==> src/rtl/mem_access_ctrl_if.sv <==
// Memory-side bus of mem_access_ctrl: one request/acknowledge transaction per access.
// Handshake: the master raises mem_req with mem_we/mem_addr/mem_wdata/mem_be and holds all of
// them stable until the slave returns a single-cycle mem_ack (mem_rdata valid in that cycle);
// mem_req drops on the following edge. mem_ack while mem_req is low has no meaning.
interface mem_access_ctrl_if;
  logic        mem_req;
  logic        mem_we;
  logic [31:0] mem_addr;
  logic [31:0] mem_wdata;
  logic [3:0]  mem_be;
  logic        mem_ack;
  logic [31:0] mem_rdata;

  modport master (
    output mem_req, mem_we, mem_addr, mem_wdata, mem_be,
    input  mem_ack, mem_rdata
  );

  modport slave (
    input  mem_req, mem_we, mem_addr, mem_wdata, mem_be,
    output mem_ack, mem_rdata
  );
endinterface

==> src/rtl/mem_access_ctrl.sv <==
// Memory-stage load/store controller: one bus access per instruction, pipeline stalled meanwhile.
// Optional macro MEM_TIMEOUT_EN adds an ACCESS timeout that raises AccessFaultM for one cycle.
module mem_access_ctrl #(
  parameter int TIMEOUT_CYCLES = 15
) (
  input  logic        clk,
  input  logic        reset,
  input  logic        MemReadM,
  input  logic        MemWriteM,
  input  logic [31:0] AddressM,
  input  logic [31:0] WriteDataM,
  input  logic [2:0]  Funct3M,
  output logic        StallM,
  output logic        MisalignedM,
  output logic [31:0] ReadDataW,
  mem_access_ctrl_if.master mem,
  output logic        AccessFaultM,
  output logic [1:0]  fsm_state
);

  typedef enum logic [1:0] {
    IDLE   = 2'd0,
    ACCESS = 2'd1,
    DONE   = 2'd2
  } state_t;

  state_t      state;
  logic        request;
  logic        size_illegal;
  logic        misaligned;
  logic        legal_req;
  logic [3:0]  be_next;
  logic [31:0] wdata_next;
  logic        load_pending;
  logic [2:0]  ld_funct3;
  logic [1:0]  ld_off;
  logic [7:0]  ld_byte;
  logic [15:0] ld_half;
  logic [31:0] load_value;

  if (TIMEOUT_CYCLES < 1) begin : g_bad_timeout
    $error("TIMEOUT_CYCLES must be at least 1");
  end

  always_comb begin
    request      = MemReadM | MemWriteM;
    size_illegal = (Funct3M == 3'b011) || (Funct3M == 3'b110) || (Funct3M == 3'b111);
    case (Funct3M[1:0])
      2'b01:   misaligned = AddressM[0];
      2'b10:   misaligned = |AddressM[1:0];
      default: misaligned = 1'b0;
    endcase
    MisalignedM = request & (size_illegal | misaligned);
    legal_req   = request & ~MisalignedM;
    StallM      = ((state == IDLE) && legal_req) || (state == ACCESS);
  end

  // Store lanes are replicated so the memory only needs the byte enables to pick the target.
  always_comb begin
    case (Funct3M[1:0])
      2'b00: begin
        be_next    = 4'b0001 << AddressM[1:0];
        wdata_next = {4{WriteDataM[7:0]}};
      end
      2'b01: begin
        be_next    = 4'b0011 << {AddressM[1], 1'b0};
        wdata_next = {2{WriteDataM[15:0]}};
      end
      default: begin
        be_next    = 4'b1111;
        wdata_next = WriteDataM;
      end
    endcase
  end

  always_comb begin
    ld_byte = mem.mem_rdata[8*ld_off +: 8];
    ld_half = ld_off[1] ? mem.mem_rdata[31:16] : mem.mem_rdata[15:0];
    case (ld_funct3)
      3'b000:  load_value = {{24{ld_byte[7]}}, ld_byte};
      3'b100:  load_value = {24'd0, ld_byte};
      3'b001:  load_value = {{16{ld_half[15]}}, ld_half};
      3'b101:  load_value = {16'd0, ld_half};
      default: load_value = mem.mem_rdata;
    endcase
  end

`ifdef MEM_TIMEOUT_EN
  localparam int TO_W = $clog2(TIMEOUT_CYCLES + 1);
  logic [TO_W-1:0] timeout_cnt;
  logic            access_fault;
`endif

  always_ff @(posedge clk or negedge reset) begin
    if (!reset) begin
      state         <= IDLE;
      mem.mem_req   <= 1'b0;
      mem.mem_we    <= 1'b0;
      mem.mem_addr  <= 32'd0;
      mem.mem_wdata <= 32'd0;
      mem.mem_be    <= 4'd0;
      ReadDataW     <= 32'd0;
      load_pending  <= 1'b0;
      ld_funct3     <= 3'd0;
      ld_off        <= 2'd0;
`ifdef MEM_TIMEOUT_EN
      timeout_cnt   <= '0;
      access_fault  <= 1'b0;
`endif
    end else begin
`ifdef MEM_TIMEOUT_EN
      access_fault <= 1'b0;
`endif
      case (state)
        IDLE: begin
          if (legal_req) begin
            mem.mem_req   <= 1'b1;
            mem.mem_we    <= MemWriteM;
            mem.mem_addr  <= {AddressM[31:2], 2'b00};
            mem.mem_wdata <= wdata_next;
            mem.mem_be    <= be_next;
            load_pending  <= ~MemWriteM;
            ld_funct3     <= Funct3M;
            ld_off        <= AddressM[1:0];
`ifdef MEM_TIMEOUT_EN
            timeout_cnt   <= '0;
`endif
            state         <= ACCESS;
          end
        end
        ACCESS: begin
          if (mem.mem_ack) begin
            mem.mem_req <= 1'b0;
            if (load_pending) ReadDataW <= load_value;
            state       <= DONE;
          end
`ifdef MEM_TIMEOUT_EN
          else if (timeout_cnt == TO_W'(TIMEOUT_CYCLES - 1)) begin
            mem.mem_req  <= 1'b0;
            access_fault <= 1'b1;
            state        <= DONE;
          end else begin
            timeout_cnt <= timeout_cnt + 1'b1;
          end
`endif
        end
        // DONE lets the stalled instruction retire; its still-present request is not re-issued.
        DONE:    state <= IDLE;
        default: state <= IDLE;
      endcase
    end
  end

`ifdef MEM_TIMEOUT_EN
  assign AccessFaultM = access_fault;
`else
  assign AccessFaultM = 1'b0;
`endif

  assign fsm_state = state;

endmodule

==> src/flat_wrapper.sv <==
// flat-port wrapper written by rule: the top's interface ports become plain ports
module mem_access_ctrl_flat 
#(
  parameter int TIMEOUT_CYCLES = 15
)
  (clk, reset, MemReadM, MemWriteM, AddressM, WriteDataM, Funct3M, StallM, MisalignedM, ReadDataW, AccessFaultM, fsm_state, mem_mem_req, mem_mem_we, mem_mem_addr, mem_mem_wdata, mem_mem_be, mem_mem_ack, mem_mem_rdata);
  mem_access_ctrl_if mem_i ();
  input  logic clk;
  input  logic reset;
  input  logic MemReadM;
  input  logic MemWriteM;
  input  logic [31:0] AddressM;
  input  logic [31:0] WriteDataM;
  input  logic [2:0] Funct3M;
  output logic StallM;
  output logic MisalignedM;
  output logic [31:0] ReadDataW;
  output logic AccessFaultM;
  output logic [1:0] fsm_state;
  output wire logic [$bits(mem_i.mem_req)-1:0] mem_mem_req;
  output wire logic [$bits(mem_i.mem_we)-1:0] mem_mem_we;
  output wire logic [$bits(mem_i.mem_addr)-1:0] mem_mem_addr;
  output wire logic [$bits(mem_i.mem_wdata)-1:0] mem_mem_wdata;
  output wire logic [$bits(mem_i.mem_be)-1:0] mem_mem_be;
  input wire logic [$bits(mem_i.mem_ack)-1:0] mem_mem_ack;
  input wire logic [$bits(mem_i.mem_rdata)-1:0] mem_mem_rdata;
  assign mem_mem_req = mem_i.mem_req;
  assign mem_mem_we = mem_i.mem_we;
  assign mem_mem_addr = mem_i.mem_addr;
  assign mem_mem_wdata = mem_i.mem_wdata;
  assign mem_mem_be = mem_i.mem_be;
  assign mem_i.mem_ack = mem_mem_ack;
  assign mem_i.mem_rdata = mem_mem_rdata;
  mem_access_ctrl #(.TIMEOUT_CYCLES(TIMEOUT_CYCLES)) u_core (.clk(clk), .reset(reset), .MemReadM(MemReadM), .MemWriteM(MemWriteM), .AddressM(AddressM), .WriteDataM(WriteDataM), .Funct3M(Funct3M), .StallM(StallM), .MisalignedM(MisalignedM), .ReadDataW(ReadDataW), .mem(mem_i), .AccessFaultM(AccessFaultM), .fsm_state(fsm_state));
endmodule
==> config.mk <==
export PLATFORM = sky130hd
export DESIGN_NAME = mem_access_ctrl_flat
export DESIGN_NICKNAME = d
export VERILOG_FILES = /design/src/rtl/mem_access_ctrl_if.sv /design/src/rtl/mem_access_ctrl.sv /design/src/flat_wrapper.sv
export SDC_FILE = /design/constraint.sdc
export NUM_CORES = 1
export LEC_CHECK = 0
export CAP_MARGIN = 20
export CORE_ASPECT_RATIO = 1.75
export CORE_MARGIN = 4
export CORE_UTILIZATION = 35
export DETAILED_ROUTE_END_ITERATION = 12
export MAX_ROUTING_LAYER = met4
export PLACE_DENSITY = 0.68
export SLEW_MARGIN = 30
export SYNTH_ARGS = -nofsm -noshare
export SYNTH_HDL_FRONTEND = slang
export SYNTH_SLANG_ARGS = --single-unit
==> constraint.sdc <==
create_clock -name clk -period 3.3 [get_ports clk]
set_clock_uncertainty 0.05 [all_clocks]
set_input_delay 0.825 -clock clk [delete_from_list [all_inputs] [get_ports clk]]
set_output_delay 0.825 -clock clk [all_outputs]
set_load 0.03 [all_outputs]
Word-level counts from Yosys, hierarchy flattened
Cells that the tools add are included.
{"block": "totals", "register_bits": 108}
{"block": "classes", "n_mux": 11, "reduce_logical": 13, "shift": 3, "bitwise_logic": 6, "eq_ne": 11}
{"operator": "32-bit one-hot mux with 4 select lines", "n": 1}
{"operator": "32-bit one-hot mux with 2 select lines", "n": 1}
{"operator": "32-bit by 6-bit indexed part select with 8-bit output", "n": 1}
{"operator": "16-bit two-way mux", "n": 1}
{"operator": "3-bit equality test, second input constant", "n": 4}
{"operator": "4-bit one-hot mux with 2 select lines", "n": 1}
{"operator": "3-bit AND reduction", "n": 2}
{"operator": "2-bit by 1-bit equality test with 1-bit output, second input constant", "n": 2}
{"operator": "2-bit logical NOT", "n": 2}
{"operator": "2-bit two-way mux", "n": 2}
{"operator": "1-bit one-hot mux with 2 select lines", "n": 2}
{"operator": "2-bit one-hot mux with 2 select lines", "n": 1}
{"operator": "2-bit AND reduction", "n": 2}
{"operator": "1-bit by 2-bit left shift with 4-bit output, first input constant", "n": 1}
{"operator": "2-bit by 2-bit left shift with 4-bit output, first input constant", "n": 1}
{"operator": "3-bit by 1-bit equality test with 1-bit output, second input constant", "n": 1}
{"operator": "3-bit by 2-bit equality test with 1-bit output, second input constant", "n": 1}
{"operator": "3-bit logical NOT", "n": 1}
{"operator": "1-bit logical OR", "n": 3}
{"operator": "1-bit AND", "n": 2}
{"operator": "2-bit equality test, second input constant", "n": 1}
{"operator": "1-bit two-way mux", "n": 2}
{"operator": "2-bit by 1-bit inequality test with 1-bit output, second input constant", "n": 1}
{"operator": "2-bit inequality test, second input constant", "n": 1}
{"operator": "other kinds (5)", "n": 7}

Longest topological paths before layout
Gate-level depths: netlist of run 1.
{"block": "depth", "word_depth": 9, "ltp_mapped": 10, "ltp_nobuf": 6}

Least setup slack after synthesis of run 1
Ideal clock, no wire load.
{"block": "synth_path", "kind": "input -> output", "from": "input port Funct3M[1]", "to": "output port StallM", "t_required_ns": 2.425, "setup_slack_ns": -0.036, "t_arrival_ns": 2.461, "n_path_buf": 4, "stages": 10, "cell_sequence": "clkbuf_1 > inv_1 > ha_1 > clkbuf_1 > nand2_1 > a21boi_1 > nor2_4 > buf_6 > buf_6 > nand2b_1"}
{"block": "synth_via", "elab_chain_len": 9}
{"item": "from (decl)", "line_no": "flat_wrapper.sv:14", "rtl": "input logic [2:0] Funct3M;"}
{"item": "3-bit by 2-bit equality test with 1-bit output / 3-bit equality test (equally long branches)", "line_no": "mem_access_ctrl.sv:47", "rtl": "size_illegal = (Funct3M == 3'b011) || (Funct3M == 3'b110) || (Funct3M == 3'b111);"}
{"item": "1-bit logical OR (2 in a row)", "line_no": "mem_access_ctrl.sv:47"}
{"item": "1-bit OR *", "line_no": "mem_access_ctrl.sv:53", "rtl": "MisalignedM = request & (size_illegal | misaligned);"}
{"item": "1-bit AND *", "line_no": "mem_access_ctrl.sv:53"}
{"item": "1-bit NOT *", "line_no": "mem_access_ctrl.sv:54", "rtl": "legal_req = request & ~MisalignedM;"}
{"item": "1-bit AND *", "line_no": "mem_access_ctrl.sv:54"}
{"item": "1-bit logical AND *", "line_no": "mem_access_ctrl.sv:55", "rtl": "StallM = ((state == IDLE) && legal_req) || (state == ACCESS);"}
{"item": "1-bit logical OR *", "line_no": "mem_access_ctrl.sv:55"}
{"item": "to (decl)", "line_no": "flat_wrapper.sv:15", "rtl": "output logic StallM;"}
Mark *: on every way between the ends. The rest lies on a longest branch, timed or not.

Final worst setup path of run 1
{"block": "layout_path", "from": "input port Funct3M[0]", "to": "output port StallM"}
The elaborated chain is that of the path after synthesis.

==> results_tabular.tex, run 1 <==
\begin{tabular}{lr}
\hline
Metric & Value \\
\hline
\multicolumn{2}{l}{\textbf{Clock tree}} \\
Buffer cell driving the clock tree root & sky130\_fd\_sc\_hd\_\_clkbuf\_16 \\
Clock-pin transition on the worst setup and hold timing paths & 0.07 ns \\
H-tree depth & 3 \\
Number of buffers created by CTS & 9 \\
Clock sink count & 108 \\
Hold buffer count at cts & 0 \\
Worst skew pair latency & 0.33 ns \\
Clock tree from TritonCTS & done \\
Clock Tree Buf Depth & 2 \\
\multicolumn{2}{l}{\textbf{Min path}} \\
Worst min-delay path category & flip-flop to flip-flop \\
Worst Min Path Start & u\_core.mem.mem\_wdata[8] \\
\multicolumn{2}{l}{\textbf{Yosys}} \\
Sequential-to-total area share from yosys stat & 53.9\% \\
Most used flip-flop cell after synthesis & sky130\_fd\_sc\_hd\_\_dfrtp\_1 \\
Cell with the most instances after synthesis & sky130\_fd\_sc\_hd\_\_dfrtp\_1 \\
Number of enable-type register cells in the synthesized netlist & 0 \\
Largest area contributor in the netlist & sky130\_fd\_sc\_hd\_\_dfrtp\_1 \\
Netlist area before placement & 5020 um\^{}2 \\
Warnings, synthesis & 0 \\
Total of flip-flops plus latches after synthesis & 108 \\
Cells taking the most area after synthesis & sky130\_fd\_sc\_hd\_\_dfrtp\_1, sky130\_fd\_sc\_hd\_\_mux2\_2, sky130\_fd\_sc\_hd\_\_mux2\_1 \\
Top cells by instance count after synthesis & sky130\_fd\_sc\_hd\_\_dfrtp\_1, sky130\_fd\_sc\_hd\_\_nand2\_1, sky130\_fd\_sc\_hd\_\_mux2\_2 \\
Synthesized instance count & 439 \\
Yosys top cell area share & 53.9\% \\
Number of different library cells in the post-synthesis netlist & 34 \\
Mapped Avg Cell Area & 11.4 um\^{}2 \\
Async set-reset flop share out of synthesis & 100\% \\
\multicolumn{2}{l}{\textbf{Route}} \\
Mean routed wirelength per cell & 18.7 um \\
Initial detailed-routing violation count & 116 \\
Total vias in the final route & 4138 \\
Number of detailed-route iterations in the first pass & 4 \\
Post-route met1 wirelength & 5.62 mm \\
Routed met2 length & 8.79 mm \\
Routed via count divided by cell count & 5.01 \\
Routed length on met3 & 693 um \\
Total Routed Length & 15.4 mm \\
Top Layer Used & met4 \\
Remaining number of nets flagged by the antenna check after routing & 0 \\
Remaining DRCs & 0 \\
\multicolumn{2}{l}{\textbf{Cells and area}} \\
Non-filler cells, final & 826 \\
Fillers & 1277 \\
Final standard cell utilization of the core & 54.4\% \\
Final antenna diode count & 0 \\
Area growth from synthesis to layout & 51.5\% \\
Layout cell share with drive strength beyond 1 & 13.6\% \\
Net total in the final layout & 753 \\
Register area & 2700 um\^{}2 \\
Multi-input gate area & 2120 um\^{}2 \\
\multicolumn{2}{l}{\textbf{Power}} \\
Switching Power & 3250 uW \\
Total leakage power & 0.00319 uW \\
Share of power burned in the clock network & 13.8\% \\
Total power divided by cell area & 1010 nW/um\^{}2 \\
Peak supply drop & 0.425 mV \\
Comb power frac & 55.0\% \\
Switching portion of total power & 42.1\% \\
Fraction of power consumed by sequential logic & 31.1\% \\
Design internal power & 4460 uW \\
\multicolumn{2}{l}{\textbf{Floorplan}} \\
Die area & 16400 um\^{}2 \\
Std-Cell Rows & 57 \\
Height of the die & 166 um \\
Starting density of the core & 35.9\% \\
Overall die width & 98.5 um \\
Area of the core & 14000 um\^{}2 \\
Top-Level Pins & 211 \\
\multicolumn{2}{l}{\textbf{Place}} \\
Total placed cells including tap cells & 810 \\
Pre-CTS setup slack & -0.201 ns \\
Port Buffers & 207 \\
Sum of net half-perimeters after detailed placement & 11.7 mm \\
RD Place Congestion & 0.834 \\
\multicolumn{2}{l}{\textbf{Critical path}} \\
Launching element type of the critical path & primary input \\
Required arrival time at the worst endpoint & 2.42 ns \\
Setup crit end kind & primary output \\
Maximum fanout encountered on the critical timing path & 3 \\
Endpoint arrival time on the critical path & 2.39 ns \\
Reg-to-Reg Start & u\_core.fsm\_state[0] \\
CP Class & primary input to primary output \\
Launch point of the critical path & Funct3M[0] \\
\multicolumn{2}{l}{\textbf{STA}} \\
Maximum clock frequency & 306 MHz \\
Min Tclk post-route & 3.27 ns \\
Unrepaired setup endpoints after global routing & no \\
Post-route setup TNS & 0 ns \\
Pins Over Slew Limit & 0 \\
Slew headroom & 52.1\% \\
Crit share post-route & 99.0\% \\
Slew @ Worst Pin & 0.710 ns \\
Final Worst Setup Slack & 0.0318 ns \\
Number of hold-slack violations in the final timing report & 0 \\
Setup violators final & 0 \\
\multicolumn{2}{l}{\textbf{Global routing}} \\
GR Overflow Total & 0 \\
First-pass GRT wire length & 23.9 mm \\
Antenna violations before repair & 0 \\
All-layer global routing usage & 19.0\% \\
Vias in the first global route & 4456 \\
Largest net degree at the start of global routing & 109 \\
\multicolumn{2}{l}{\textbf{Run}} \\
Max-capacitance violation count & 0 \\
\multicolumn{2}{l}{\textbf{Run status}} \\
Run status & complete, no violations \\
\hline
\end{tabular}
==> metal layers <==
layer / track usage [%] / vias to the layer above
met1: 19.6 / 2068
met5: - / -
li1: - / 1934
met3: 4.54 / 16
met4: 5.95 / 0
met2: 35.0 / 120
==> state kept, by name, summed over array words and instances, names as in the netlist <==
name / cells
u_core.ReadDataW: 32
u_core.mem.mem_be: 4
u_core.ld_off: 2
u_core.mem.mem_req: 1
u_core.load_pending: 1
u_core.mem.mem_we: 1
u_core.ld_funct3: 3
u_core.mem.mem_wdata: 32
u_core.fsm_state: 2
u_core.mem.mem_addr: 30
==> stage by stage <==
| step | hold slack (ns) | total power, uW | instance area [um^2] |
|---|---|---|---|
| CTS | 0.440 | 7800 | 7590 |
| finish | 0.436 | 7710 | 7600 |
| floorplan | 0.455 | 4800 | 5030 |
| detailed placement | 0.424 | 6700 | 7290 |
| global placement | 0.419 | 6600 | 7290 |
| global route | 0.454 | 8120 | 7600 |
==> cell families after synthesis <==
group,Yosys count,synth area share [%]
AND/OR/NAND/NOR,109,9.23
flip-flops,108,53.9
multiplexers,92,20.8
AO/OA/AOI/OAI,86,10.9
buffers and inverters,39,4.17
adder cells (fa/ha/maj),4,0.998
other,1,0.0748
==> area by class of cell <==
type                            instances  share of cell area [%]
Tap cell                              177                    2.91
Multi-Input combinational cell        294                    27.9
Timing Repair Buffer                  225                    29.4
Inverter                                7                   0.346
Clock inverter                          4                   0.659
Clock buffer                           11                    3.19
Sequential cell                       108                    35.6
==> worst paths after layout <==
| kind | to | slack, ns | cells after the start |
|---|---|---|---|
| setup / recovery | StallM | 0.03 | 8 |
| hold / removal | u_core.mem.mem_wdata[8] | 0.44 | 1 |
| setup reg to reg | u_core.mem.mem_addr[30] | 1.07 | 6 |
| hold reg to reg | u_core.mem.mem_wdata[8] | 0.44 | 1 |
| max in group asynchronous | u_core.mem.mem_addr[23] | 2.25 | 2 |
| min in group asynchronous | u_core.ReadDataW[24] | 0.50 | 2 |
==> power by group through the flow <==
| stage | Combinational (uW) | Sequential, uW | Clock, uW |
|---|---|---|---|
| after floorplan | 1190 | 3610 | 0 |
| after global placement | 4210 | 2390 | 0 |
| after detailed placement | 4280 | 2430 | 0 |
| after CTS | 4290 | 2400 | 1100 |
| after global routing | 4460 | 2490 | 1160 |
| final | 4240 | 2400 | 1070 |
==> timing repair <==
item / 4_1_cts / 5_1_grt
endpoints found under the setup margin: 2 / 1
pin swaps: 0 / 2
gates resized for setup: 4 / 0
gates cloned: 0 / 0
setup buffers: 0 / 1
==> worst max-delay path, cell delays in order <==
cell and delay [ns]:
sky130_fd_sc_hd__dlygate4sd2_1 0.25, sky130_fd_sc_hd__buf_4 0.15, sky130_fd_sc_hd__ha_1 0.18, sky130_fd_sc_hd__a21o_1 0.17, sky130_fd_sc_hd__or4_4 0.43, sky130_fd_sc_hd__nor2_4 0.12, sky130_fd_sc_hd__nand2b_4 0.14, sky130_fd_sc_hd__buf_12 0.12
==> placed cells by master (no fill, tap or decap), types with 4 or more instances in the layout <==
master                            netlist  layout
sky130_fd_sc_hd__a21o_1                 7       7
sky130_fd_sc_hd__a21oi_1               32      32
sky130_fd_sc_hd__a22o_1                 9       9
sky130_fd_sc_hd__a22oi_1               16      16
sky130_fd_sc_hd__buf_4                  6      18
sky130_fd_sc_hd__clkbuf_16              0       9
sky130_fd_sc_hd__clkdlybuf4s50_1        0     202
sky130_fd_sc_hd__dfrtp_1              108     108
sky130_fd_sc_hd__inv_1                  7       7
sky130_fd_sc_hd__mux2_1                39      39
sky130_fd_sc_hd__mux2_2                47      47
sky130_fd_sc_hd__mux2i_1                5       5
sky130_fd_sc_hd__nand2_1               56      56
sky130_fd_sc_hd__nand2b_1               5       4
sky130_fd_sc_hd__nand3_1                7       7
sky130_fd_sc_hd__nor2_1                33      33
sky130_fd_sc_hd__o21ai_0               12      12
sky130_fd_sc_hd__o22ai_1                5       5
Note: power is estimated with default switching activity, not from simulation.
==> run 2: changes to the inputs <==
CTS_CLUSTER_SIZE = 25   (was unset)
PLACE_DENSITY = 0.79   (was 0.68)
TNS_END_PERCENT = 30   (was unset)
==> run 2 against run 1 <==
Against the previous run:
- die area unchanged
- design area down 0.36%
- first-iteration DRC count up 21%
- wire length down 0.19%
- critical path depth unchanged
- via count up 1.2%
==> results_tabular.tex, run 2 (same netlist as run 1, synthesis figures left out) <==
\begin{tabular}{lr}
\hline
Metric & Value \\
\hline
\multicolumn{2}{l}{\textbf{Critical path}} \\
Critical Path, Cell by Cell & clkdlybuf4s15\_1 -> inv\_1 -> ha\_1 -> a21o\_1 -> or4\_4 -> nor2\_4 -> nand2b\_2 -> buf\_12 \\
Launching element type of the critical path & primary input \\
Required arrival time at the worst endpoint & 2.42 ns \\
CP Class & primary input to primary output \\
Endpoint arrival time on the critical path & 2.33 ns \\
Maximum fanout encountered on the critical timing path & 3 \\
Cell with the largest stage delay on the worst path & sky130\_fd\_sc\_hd\_\_or4\_4 \\
Setup crit end kind & primary output \\
CP max stage delay & 0.49 ns \\
Top Family by Delay on Critical Path & simple AND/OR/NAND/NOR gates \\
Buffer and inverter count on the worst path & 3 \\
\multicolumn{2}{l}{\textbf{Floorplan}} \\
Area of the core & 14000 um\^{}2 \\
Starting density of the core & 35.9\% \\
Height of the die & 166 um \\
Overall die width & 98.5 um \\
Die area & 16400 um\^{}2 \\
Top-Level Pins & 211 \\
Std-Cell Rows & 57 \\
\multicolumn{2}{l}{\textbf{Place}} \\
Area after DPL & 7290 um\^{}2 \\
Total placed cells including tap cells & 809 \\
Port Buffers & 207 \\
Pre-CTS setup slack & -0.215 ns \\
RD Place Congestion & 0.830 \\
Sum of net half-perimeters after detailed placement & 11.9 mm \\
\multicolumn{2}{l}{\textbf{Clock tree}} \\
Number of instances resized during post-cts repair & 2 \\
Clock-pin transition on the worst setup and hold timing paths & 0.07 ns \\
H-tree depth & 3 \\
Buffer cell driving the clock tree root & sky130\_fd\_sc\_hd\_\_clkbuf\_16 \\
Number of buffers created by CTS & 9 \\
Post-CTS Repair Setup Buffers & 0 \\
Clock sink count & 108 \\
Clock Tree Buf Depth & 2 \\
Worst skew pair latency & 0.34 ns \\
Clock tree from TritonCTS & done \\
Hold buffer count at cts & 0 \\
\multicolumn{2}{l}{\textbf{Global routing}} \\
First-pass GRT wire length & 24.7 mm \\
Largest net degree at the start of global routing & 63 \\
GR Overflow Total & 0 \\
Antenna violations before repair & 0 \\
Vias in the first global route & 4784 \\
All-layer global routing usage & 19.2\% \\
\multicolumn{2}{l}{\textbf{Cells and area}} \\
Largest registers & u\_core.ReadDataW (32), u\_core.mem.mem\_wdata (32), u\_core.mem.mem\_addr (30) \\
Net total in the final layout & 751 \\
Leading cell type in the layout, fill and taps excluded & sky130\_fd\_sc\_hd\_\_clkdlybuf4s50\_1 \\
Layout cell share with drive strength beyond 1 & 13.4\% \\
Area of all placed cells without fillers & 7570 um\^{}2 \\
Final antenna diode count & 0 \\
Commonest cells after routing, fill and taps aside & sky130\_fd\_sc\_hd\_\_clkdlybuf4s50\_1, sky130\_fd\_sc\_hd\_\_dfrtp\_1, sky130\_fd\_sc\_hd\_\_nand2\_1 \\
Area growth from synthesis to layout & 51.0\% \\
Non-filler cells, final & 825 \\
\multicolumn{2}{l}{\textbf{Power}} \\
Total leakage power & 0.00318 uW \\
Total power divided by cell area & 1020 nW/um\^{}2 \\
Peak supply drop & 0.650 mV \\
\multicolumn{2}{l}{\textbf{STA}} \\
Min Tclk post-route & 3.20 ns \\
Pins Over Slew Limit & 0 \\
Crit share post-route & 97.0\% \\
Number of hold-slack violations in the final timing report & 0 \\
Setup violators final & 0 \\
Post-route setup TNS & 0 ns \\
Slew headroom & 55.0\% \\
Final Worst Setup Slack & 0.0984 ns \\
Slew @ Worst Pin & 0.668 ns \\
Maximum clock frequency & 312 MHz \\
Unrepaired setup endpoints after global routing & no \\
\multicolumn{2}{l}{\textbf{Min path}} \\
Worst min-delay path category & flip-flop to flip-flop \\
\multicolumn{2}{l}{\textbf{Route}} \\
Total Routed Length & 15.4 mm \\
Total vias in the final route & 4186 \\
Routed via count divided by cell count & 5.07 \\
Remaining number of nets flagged by the antenna check after routing & 0 \\
Mean routed wirelength per cell & 18.7 um \\
Initial detailed-routing violation count & 140 \\
Number of detailed-route iterations in the first pass & 4 \\
Remaining DRCs & 0 \\
\multicolumn{2}{l}{\textbf{Run}} \\
Max-capacitance violation count & 0 \\
\multicolumn{2}{l}{\textbf{Run status}} \\
Run status & complete, no violations \\
\hline
\end{tabular}
[run 2: per-stage QoR]
stage	utilization (%)	power [uW]	hold slack (ns)
after floorplan	-	4800	0.455
after global placement	52.1	6570	0.418
after detailed placement	52.1	6700	0.424
after CTS	54.2	7770	0.442
after global routing	54.2	8090	0.456
final	54.2	7690	0.437
[run 2: cell type report]
cell class | count | area [um^2]
sequential | 108 | 2700
timing repair buffer | 223 | 2220
fill | 1255 | 6410
inverter | 7 | 26.3
clock inverter | 6 | 47.5
clock buffer | 10 | 239
tap | 177 | 221
multi-input combinational | 294 | 2110
[run 2: worst paths after layout]
check | startpoint | end | slack [ns] | cells past startpoint
setup / recovery | Funct3M[0] | StallM | 0.1 | 8
hold / removal | u_core.mem.mem_wdata[10] | u_core.mem.mem_wdata[10] | 0.44 | 1
setup reg to reg | u_core.fsm_state[0] | u_core.mem.mem_addr[5] | 1.26 | 5
hold reg to reg | u_core.mem.mem_wdata[10] | u_core.mem.mem_wdata[10] | 0.44 | 1
max in group asynchronous | reset | u_core.mem.mem_addr[19] | 1.99 | 2
min in group asynchronous | reset | u_core.ReadDataW[9] | 0.45 | 1
[run 2: worst register-to-register path: stages (launching register included)]
cell and delay (ns):
sky130_fd_sc_hd__dfrtp_1 0.42, sky130_fd_sc_hd__or4_4 0.56, sky130_fd_sc_hd__nor2_4 0.09, sky130_fd_sc_hd__buf_4 0.12, sky130_fd_sc_hd__buf_4 0.30, sky130_fd_sc_hd__mux2_2 0.40
[run 2: per-layer routing]
layer  track usage, %  up-vias  part of all wire (%)
met5                -        -                     0
met4             7.37        0                   3.1
met3             3.28       30                   5.2
met2             34.6      181                    55
met1             20.8     2048                    37
li1                 -     1927                     -
[run 2: report_power, final]
part	switching (uW)	total, uW	internal, uW
sequential	402	2390	1990
clock	506	1050	540
combinational	2400	4250	1850
total	3310	7690	4380
